[src/rtl/calc_pkg.sv]
// rtl/calc_pkg.sv - opcode, key-index and FSM state definitions shared by the numpad decoder
package calc_pkg;

  localparam int KEY_STROBE_BIT = 4;

  typedef enum logic [2:0] {
    OP_ADD = 3'd0,
    OP_SUB = 3'd1,
    OP_MUL = 3'd2,
    OP_DIV = 3'd3,
    OP_EQ  = 3'd4,
    OP_CLR = 3'd5
  } opcode_t;

  // Function keys sit in the fourth row and the last column of the matrix
  localparam logic [3:0] KEY_IDX_A = 4'd12;
  localparam logic [3:0] KEY_IDX_B = 4'd13;
  localparam logic [3:0] KEY_IDX_C = 4'd14;
  localparam logic [3:0] KEY_IDX_D = 4'd15;
  localparam logic [3:0] KEY_IDX_E = 4'd11;
  localparam logic [3:0] KEY_IDX_F = 4'd7;

  typedef enum logic {
    ST_ENTRY    = 1'b0,
    ST_CMD_WAIT = 1'b1
  } keydec_state_t;

endpackage

[src/rtl/numpad_keymap.sv]
// rtl/numpad_keymap.sv - combinational key index to digit/opcode decode
module numpad_keymap
  import calc_pkg::*;
(
  input  logic [3:0] i_key_idx,
  output logic       o_is_digit,
  output logic [3:0] o_digit,
  output opcode_t    o_opcode
);

  always_comb begin
    o_is_digit = 1'b1;
    o_digit    = 4'd0;
    o_opcode   = OP_ADD;
    case (i_key_idx)
      4'd0:      o_digit = 4'd1;
      4'd1:      o_digit = 4'd4;
      4'd2:      o_digit = 4'd7;
      4'd3:      o_digit = 4'd0;
      4'd4:      o_digit = 4'd2;
      4'd5:      o_digit = 4'd5;
      4'd6:      o_digit = 4'd8;
      4'd8:      o_digit = 4'd3;
      4'd9:      o_digit = 4'd6;
      4'd10:     o_digit = 4'd9;
      KEY_IDX_A: begin o_is_digit = 1'b0; o_opcode = OP_ADD; end
      KEY_IDX_B: begin o_is_digit = 1'b0; o_opcode = OP_SUB; end
      KEY_IDX_C: begin o_is_digit = 1'b0; o_opcode = OP_MUL; end
      KEY_IDX_D: begin o_is_digit = 1'b0; o_opcode = OP_DIV; end
      KEY_IDX_E: begin o_is_digit = 1'b0; o_opcode = OP_EQ;  end
      KEY_IDX_F: begin o_is_digit = 1'b0; o_opcode = OP_CLR; end
      default:   o_digit = 4'd0;
    endcase
  end

endmodule

[src/rtl/numpad_key_decoder.sv]
// rtl/numpad_key_decoder.sv - BCD operand entry and command handoff; KEYDEC_HOLDOFF_EN adds a post-accept strobe holdoff
module numpad_key_decoder
  import calc_pkg::*;
#(
  parameter int DIGITS         = 8,
  parameter int HOLDOFF_CYCLES = 50000
) (
  input  logic                i_clock,
  input  logic                i_reset_n,
  input  logic [4:0]          i_key_event,
  output logic [4*DIGITS-1:0] o_operand,
  output logic [3:0]          o_digit_count,
  output logic                o_overflow,
  output logic                o_cmd_valid,
  output logic [2:0]          o_cmd_op,
  output logic [4*DIGITS-1:0] o_cmd_operand,
  input  logic                i_cmd_ready,
  output logic                o_key_dropped
);

  localparam int         W         = 4 * DIGITS;
  localparam logic [3:0] MAX_COUNT = 4'(DIGITS);

  keydec_state_t r_state, w_state_nxt;
  logic [W-1:0]  r_operand, w_operand_nxt;
  logic [3:0]    r_digit_count, w_count_nxt;
  logic          r_overflow, w_overflow_nxt;
  logic          r_cmd_valid, w_cmd_valid_nxt;
  opcode_t       r_cmd_op, w_cmd_op_nxt;
  logic [W-1:0]  r_cmd_operand, w_cmd_operand_nxt;
  logic          r_key_dropped, w_dropped_nxt;

  logic          w_strobe;
  logic          w_live;
  logic          w_accept;
  logic          w_is_digit;
  logic [3:0]    w_digit;
  opcode_t       w_opcode;

  numpad_keymap u_keymap (
    .i_key_idx  (i_key_event[3:0]),
    .o_is_digit (w_is_digit),
    .o_digit    (w_digit),
    .o_opcode   (w_opcode)
  );

  assign w_strobe = i_key_event[KEY_STROBE_BIT];

`ifdef KEYDEC_HOLDOFF_EN
  localparam int HW = (HOLDOFF_CYCLES < 1) ? 1 : $clog2(HOLDOFF_CYCLES + 1);
  logic [HW-1:0] r_holdoff;

  always_ff @(posedge i_clock or negedge i_reset_n) begin
    if (!i_reset_n) begin
      r_holdoff <= '0;
    end else if (w_accept) begin
      r_holdoff <= HW'(HOLDOFF_CYCLES);
    end else if (r_holdoff != '0) begin
      r_holdoff <= r_holdoff - HW'(1);
    end
  end

  // Strobes inside the window vanish silently: neither accepted nor reported as dropped
  assign w_live = w_strobe && (r_holdoff == '0);
`else
  assign w_live = w_strobe && (HOLDOFF_CYCLES >= 0);
`endif

  assign w_accept = w_live && (r_state == ST_ENTRY);

  always_ff @(posedge i_clock or negedge i_reset_n) begin
    if (!i_reset_n) begin
      r_state       <= ST_ENTRY;
      r_operand     <= '0;
      r_digit_count <= '0;
      r_overflow    <= 1'b0;
      r_cmd_valid   <= 1'b0;
      r_cmd_op      <= OP_ADD;
      r_cmd_operand <= '0;
      r_key_dropped <= 1'b0;
    end else begin
      r_state       <= w_state_nxt;
      r_operand     <= w_operand_nxt;
      r_digit_count <= w_count_nxt;
      r_overflow    <= w_overflow_nxt;
      r_cmd_valid   <= w_cmd_valid_nxt;
      r_cmd_op      <= w_cmd_op_nxt;
      r_cmd_operand <= w_cmd_operand_nxt;
      r_key_dropped <= w_dropped_nxt;
    end
  end

  always_comb begin
    w_state_nxt       = r_state;
    w_operand_nxt     = r_operand;
    w_count_nxt       = r_digit_count;
    w_overflow_nxt    = r_overflow;
    w_cmd_valid_nxt   = r_cmd_valid;
    w_cmd_op_nxt      = r_cmd_op;
    w_cmd_operand_nxt = r_cmd_operand;
    w_dropped_nxt     = 1'b0;
    case (r_state)
      ST_ENTRY: begin
        if (w_accept) begin
          if (w_is_digit) begin
            // A zero typed into an empty entry is a leading zero and is not stored
            if ((r_digit_count != 4'd0) || (w_digit != 4'd0)) begin
              if (r_digit_count < MAX_COUNT) begin
                w_operand_nxt = (r_operand << 4) | W'(w_digit);
                w_count_nxt   = r_digit_count + 4'd1;
              end else begin
                w_overflow_nxt = 1'b1;
              end
            end
          end else if (w_opcode == OP_CLR) begin
            w_operand_nxt     = '0;
            w_count_nxt       = '0;
            w_overflow_nxt    = 1'b0;
            w_cmd_operand_nxt = '0;
            w_cmd_op_nxt      = OP_CLR;
            w_cmd_valid_nxt   = 1'b1;
            w_state_nxt       = ST_CMD_WAIT;
          end else begin
            w_cmd_operand_nxt = r_operand;
            w_cmd_op_nxt      = w_opcode;
            w_cmd_valid_nxt   = 1'b1;
            w_state_nxt       = ST_CMD_WAIT;
          end
        end
      end
      ST_CMD_WAIT: begin
        w_dropped_nxt = w_live;
        if (r_cmd_valid && i_cmd_ready) begin
          w_cmd_valid_nxt = 1'b0;
          w_operand_nxt   = '0;
          w_count_nxt     = '0;
          w_overflow_nxt  = 1'b0;
          w_state_nxt     = ST_ENTRY;
        end
      end
      default: w_state_nxt = ST_ENTRY;
    endcase
  end

  assign o_operand     = r_operand;
  assign o_digit_count = r_digit_count;
  assign o_overflow    = r_overflow;
  assign o_cmd_valid   = r_cmd_valid;
  assign o_cmd_op      = r_cmd_op;
  assign o_cmd_operand = r_cmd_operand;
  assign o_key_dropped = r_key_dropped;

endmodule

[config.mk]
export PLATFORM = sky130hd
export DESIGN_NAME = numpad_key_decoder
export DESIGN_NICKNAME = d
export VERILOG_FILES = /design/src/rtl/calc_pkg.sv /design/src/rtl/numpad_keymap.sv /design/src/rtl/numpad_key_decoder.sv
export SDC_FILE = /design/constraint.sdc
export NUM_CORES = 1
export LEC_CHECK = 0
export ABC_AREA = 1
export CAP_MARGIN = 20
export CORE_MARGIN = 5
export CORE_UTILIZATION = 51
export CTS_CLUSTER_SIZE = 16
export DETAILED_ROUTE_END_ITERATION = 10
export HOLD_SLACK_MARGIN = 0.08
export PLACE_DENSITY = 0.9
export SYNTH_ARGS = -nofsm -noshare
export SYNTH_HDL_FRONTEND = slang
export SYNTH_SLANG_ARGS = --single-unit
[constraint.sdc]
create_clock -name i_clock -period 1.92 [get_ports i_clock]
set_clock_uncertainty 0.05 [all_clocks]
set_input_delay 0.384 -clock i_clock [delete_from_list [all_inputs] [get_ports i_clock]]
set_output_delay 0.384 -clock i_clock [all_outputs]
set_load 0.1 [all_outputs]
Word-level counts from Yosys, hierarchy flattened
Index checks and enable logic that the tools add are counted.

operators by class
  mux-type cells = 32
  add/subtract/negate cells = 1
  order comparisons = 1
  reductions and logical operators = 12
  bitwise logic cells = 2
  eq/ne operators = 22

operator list
  kind                                                 count
  2-to-1 mux 32 bit                                    6
  case mux 32 bit (2 select lines)                     1
  case mux 4 bit (9 select lines)                      1
  equality test 4 bit, second input constant           8
  bitwise OR 32 x 4 -> 32 bit                          1
  2-to-1 mux 4 bit                                     6
  equality test 4 x 3 -> 1 bit, second input constant  4
  case mux 3 bit (5 select lines)                      1
  2-to-1 mux 1 bit                                     12
  AND reduction 5 bit                                  2
  != test 3 x 2 -> 1 bit, second input constant        3
  case mux 4 bit (2 select lines)                      1
  nonzero test 4 bit                                   2
  case mux 1 bit (2 select lines)                      3
  AND reduction 3 bit                                  2
  OR reduction 6 bit                                   1
  adder 4 x 1 -> 4 bit, second input constant          1
  equality test 4 x 1 -> 1 bit, second input constant  1
  equality test 4 x 2 -> 1 bit, second input constant  1
  zero test 4 bit                                      1
  < comparator 4 bit, second input constant            1
  != test 2 bit, second input constant                 2
  AND reduction 4 bit                                  1
  equality test 3 bit, second input constant           1
  6 further kinds                                      7

word-level totals
  flip-flop bits (word level) = 75
  output and inout bits = 74
  bits of input ports = 8
  word-level logic and storage cells = 78

Longest topological paths before layout
  word-level depth = 8
  mapped depth = 11
  gate-level depth less buffers = 9

By module
A second synthesis with hierarchy kept.

second synthesis, totals
  cell total of the unflattened synthesis = 495
  area, all modules = 3,737.3 um^2

by module, submodules not included
  module              seq. area each (um^2)  cells each  times used  area each (um^2)
  numpad_key_decoder  1,876.8                471         1           3,626.0
  numpad_keymap       0.0                    24          1           111.4

Least setup slack after synthesis
OpenSTA, ideal clock, no wires.

  path kind = register -> register
  start point = register r_digit_count[0], in the netlist o_digit_count[0]
  end point = register r_digit_count[0], in the netlist o_digit_count[0]
  arrival time = 1.900 ns
  buffers on the path = 1
  data required time = 1.747 ns
  slack = -0.153 ns
  clock period less this slack = 2.073 ns
  cell stages (with the launch flop) = 10
  cell sequence = dfrtp_1 inv_1 ha_1 nand3_1 nand3_1 nand2_2 buf_6 nand2_1 nand2_1 nand2_1

between the ends
  longest elaborated chain between the ends = 6

RTL lines
  element                          line                       source
  start, declared                  numpad_key_decoder.sv:26   logic [3:0] r_digit_count, w_count_nxt;
  start signal, assigned           numpad_key_decoder.sv:84   r_digit_count <= w_count_nxt;
  adder 4 x 1 -> 4 bit             numpad_key_decoder.sv:110  w_count_nxt = r_digit_count + 4'd1;
  2-to-1 mux 4 bit                 numpad_key_decoder.sv:108  if (r_digit_count < MAX_COUNT) begin
  2-to-1 mux 4 bit                 numpad_key_decoder.sv:107  if ((r_digit_count != 4'd0) || (w_digit != 4'd0)) begin
  2-to-1 mux 4 bit                 numpad_key_decoder.sv:105  if (w_is_digit) begin
  2-to-1 mux 4 bit                 numpad_key_decoder.sv:104  if (w_accept) begin
  case mux 4 bit (2 select lines)  numpad_key_decoder.sv:102  case (r_state)

Parallel ways exist; a longest one is shown, timed or not. The select of a mux whose other input is x is not followed.
A chain may end at the register's enable or synchronous reset.

Final worst setup path
  start point = input port i_key_event[2]
  end point = register r_operand[22], in the netlist o_operand[22]

between the ends
  longest elaborated chain between the ends = 7

RTL lines
  element                                                              line                       source
  start, declared                                                      numpad_key_decoder.sv:10   input logic [4:0] i_key_event,
  equality test 4 x 3 -> 1 bit or equality test 4 bit (tied branches)  numpad_keymap.sv:15        case (i_key_idx)
  case mux 3 bit (5 select lines)                                      numpad_keymap.sv:15
  equality test 3 bit                                                  numpad_key_decoder.sv:115  end else if (w_opcode == OP_CLR) begin
  2-to-1 mux 32 bit                                                    -
  2-to-1 mux 32 bit                                                    numpad_key_decoder.sv:105
  2-to-1 mux 32 bit                                                    numpad_key_decoder.sv:104
  case mux 32 bit (2 select lines)                                     numpad_key_decoder.sv:102
  end signal, assigned                                                 numpad_key_decoder.sv:83   r_operand <= w_operand_nxt;
  end, declared                                                        numpad_key_decoder.sv:25   logic [W-1:0] r_operand, w_operand_nxt;

Parallel ways exist; a longest one is shown, timed or not. The select of a mux whose other input is x is not followed.

==> run summary <==
final setup TNS: 0 ns
Synth area leaders: dfrtp_1, nand2_1, inv_1, nor2_1, o21ai_0
CP bufs+invs: 3
initial antenna violation count: 0
Max Cap Viol: 0
WL final: 11.4 mm
main combinational cell family by area after synthesis: simple AND/OR/NAND/NOR gates
vias after detailed routing: 3820
RSZ-0062 raised after global routing: no
Net Sw Power: 4.95 mW
DP HPWL: 7.96 mm
sequential share of power: 0.262
maximum vdd drop: 1540 uV
sequential cell area: 0.00188 sq mm
Detailed Route Iter0 Violations: 367
Sw Share: 0.532
synthesized area per cell: 7.27 sq um
number of core rows: 31
Slew HR: 0.703
pwr dens: 1630 mW/mm^2
Hold Crit Class: in2async
die area: 0.00910 sq mm
FMAX: 553 MHz
register area share after synthesis: 0.504
Horiz. Die Dim: 95.4 um
Cell Count, Final, Fillers Out: 709
Die Y: 95.4 um
post-synthesis adder-cell area fraction: 0.00672
Hold Vio Cnt, Final: 0
Req. time, crit path: 2.11 ns
DR WL/cell: 16.0 um
count leader, synth: nand2_1
post-synthesis xor/xnor area fraction: 0.00235
CP startpoint kind: primary input
Synth Cell Area: 0.00372 sq mm
dpl cells: 692
remaining antenna violation count after routing: 0
Post-synth top cells: nand2_1, dfrtp_1, inv_1
Worst Path Class, Setup: in2reg
Fillers: 389
cell internal pwr: 4.35 mW
Critical Path AT: 2.00 ns
First-pass DRT Iterations: 6
Syn Nets: 522
worst slack, placed: -0.221 ns
RePlAce Congestion: 0.868
Synth Instances: 512
CTS buffer count: 9
routing usage on met3: 0.0537
Post-synth ARST share: 1.00
root buf cell: clkbuf_8
area delta synth->final: 53.4%
IO Pins: 82
clock share of power: 0.131
CP max stage cell: clkdlybuf4s50_1
Post-Synth Simple-Gate Area: 0.345
Sink Count: 75
YS warnings: 0
number of synthesized flops with an enable pin: 0
Starting Density: 0.519
combinational share of power: 0.607
complex-gate fraction of the synthesized area: 0.0541
outcome: completed
grt total ovfl: 0
area leader, netlist: dfrtp_1
H-tree levels: 3
DRC Markers: 0
Setup Viol. Count Final: 0
Worst-Skew Late Latency: 0.36 ns
grt met2 use: 0.479
top-area cell type share of the netlist area: 0.504
vias in the first global route: 3968
CTS tree: built
Period minus WS final: 1.81 ns
slowest stage delay, CP: 0.54 ns
# Post-CTS Setup Buffers: 0
maximum buffer depth of the clock tree: 2
count of cell types in the netlist: 23
core area: 0.00718 sq mm
largest net degree at the start of global routing: 53
Top FF cell, synth: dfrtp_1
cell mode on critical path: nand2_1
IO Port Bufs: 81
fin. max-slew vios: 0
mux contribution to synthesized area: 0
final core utilization: 0.795
grt met1 use: 0.311
leakage: 2.87 nW
endpoint class of the critical path: flop
Clock transition at path regs: 0.08 ns
Slew @ Worst Pin: 0.443 ns
layout cells sized above 1: 0.218
Setup WS post-layout: 0.113 ns
CP delay by family, top: buffers and inverters
via/cell ratio: 5.39
crit-path cells: clkdlybuf4s50_1 -> buf_4 -> nand2_1 -> nor2_2 -> buf_12 -> nor2_1 -> nand2_1 -> o21ai_0 -> nand2_1 -> nand2_1
global-route wire length before repair: 18.8 mm
FF+latch count, synth: 75
highest net fanout along the worst path: 32
multi-input combinational cell area: 0.00152 sq mm
Final Cycle Share: 0.941
Total Routing Usage GR: 0.269
diodes inserted: 0
nets: 615
gr busiest metal: met2
cell type report:
cell class | count | area share
inverter | 47 | 0.0318
timing repair buffer | 107 | 0.317
sequential | 75 | 0.330
clock buffer | 10 | 0.0224
clock inverter | 6 | 0.0112
multi-input combinational | 365 | 0.266
tap | 99 | 0.0217
power groups by stage:
stage	clock, mW	sequential [mW]	combinational [mW]
after detailed placement	0	2.45	5.61
after global routing	1.29	2.48	5.88
final	1.22	2.44	5.64
after floorplan	0	4.71	1.18
after CTS	1.23	2.44	5.64
after global placement	0	2.44	5.50
metrics by stage:
step | power (mW) | hold slack [ns] | cell area, sq um
2_1_floorplan | 5.89 | 0.0384 | 3720
6_report | 9.30 | 0.438 | 5710
3_3_place_gp | 7.93 | 0.245 | 5500
3_5_place_dp | 8.06 | 0.258 | 5500
4_1_cts | 9.30 | 0.437 | 5700
5_1_grt | 9.65 | 0.461 | 5710
path summary, 6_finish.rpt:
| path | start | endpoint | slack [ns] | cells after the start |
|---|---|---|---|---|
| max | i_key_event[2] | o_operand[22] | 0.11 | 10 |
| max in group asynchronous | i_reset_n | o_cmd_operand[2] | 0.80 | 3 |
| max reg2reg | o_digit_count[0] | o_operand[15] | 0.32 | 8 |
| min | i_reset_n | o_operand[24] | 0.44 | 2 |
| min reg2reg | o_cmd_valid | o_cmd_valid | 0.49 | 2 |
| min in group i_clock | o_cmd_valid | o_cmd_valid | 0.49 | 2 |
per-layer routing:
layer / wire length, um / part of all wire / vias to the layer above
met5: 0 / 0 / -
met4: 462 / 0.041 / 0
met3: 1000 / 0.088 / 57
met2: 5930 / 0.52 / 238
met1: 3980 / 0.35 / 1796
li1: - / - / 1729
cells by family (layout without fill, tap and decap cells):
group	Yosys count	in the layout
AO/OA/AOI/OAI	37	37
buffers and inverters	72	170
XOR/XNOR	1	1
AND/OR/NAND/NOR	325	325
adder cells (fa/ha/maj)	2	2
flip-flops	75	75
state kept, by name (all words and copies together) (netlist names):
name / flops
o_cmd_op: 3
o_overflow: 1
o_cmd_operand: 32
o_digit_count: 4
o_key_dropped: 1
r_state: 1
o_cmd_valid: 1
o_operand: 32
timing repair:
| action | CTS | global route |
|---|---|---|
| setup endpoints to repair | 0 | 17 |
| hold buffers | 1 | 0 |
| gates resized for setup | 0 | 2 |
| endpoints found under the hold margin | 23 | 0 |
layout by cell type (no fill, tap or decap), drive strengths merged:
cell	synthesis	final
a21oi	2	2
nand4	2	2
nor3	1	1
ha	2	2
nand2	265	265
clkinv	0	2
dlygate4sd3	0	1
dfrtp	75	75
clkbuf	4	10
inv	47	48
bufinv	0	1
xnor2	1	1
clkdlybuf4s50	0	6
o21ai	33	33
nor2	40	40
buf	21	100
o211ai	2	2
nand3	17	17
clkinvlp	0	2
Power figures use the tool's default switching activity.
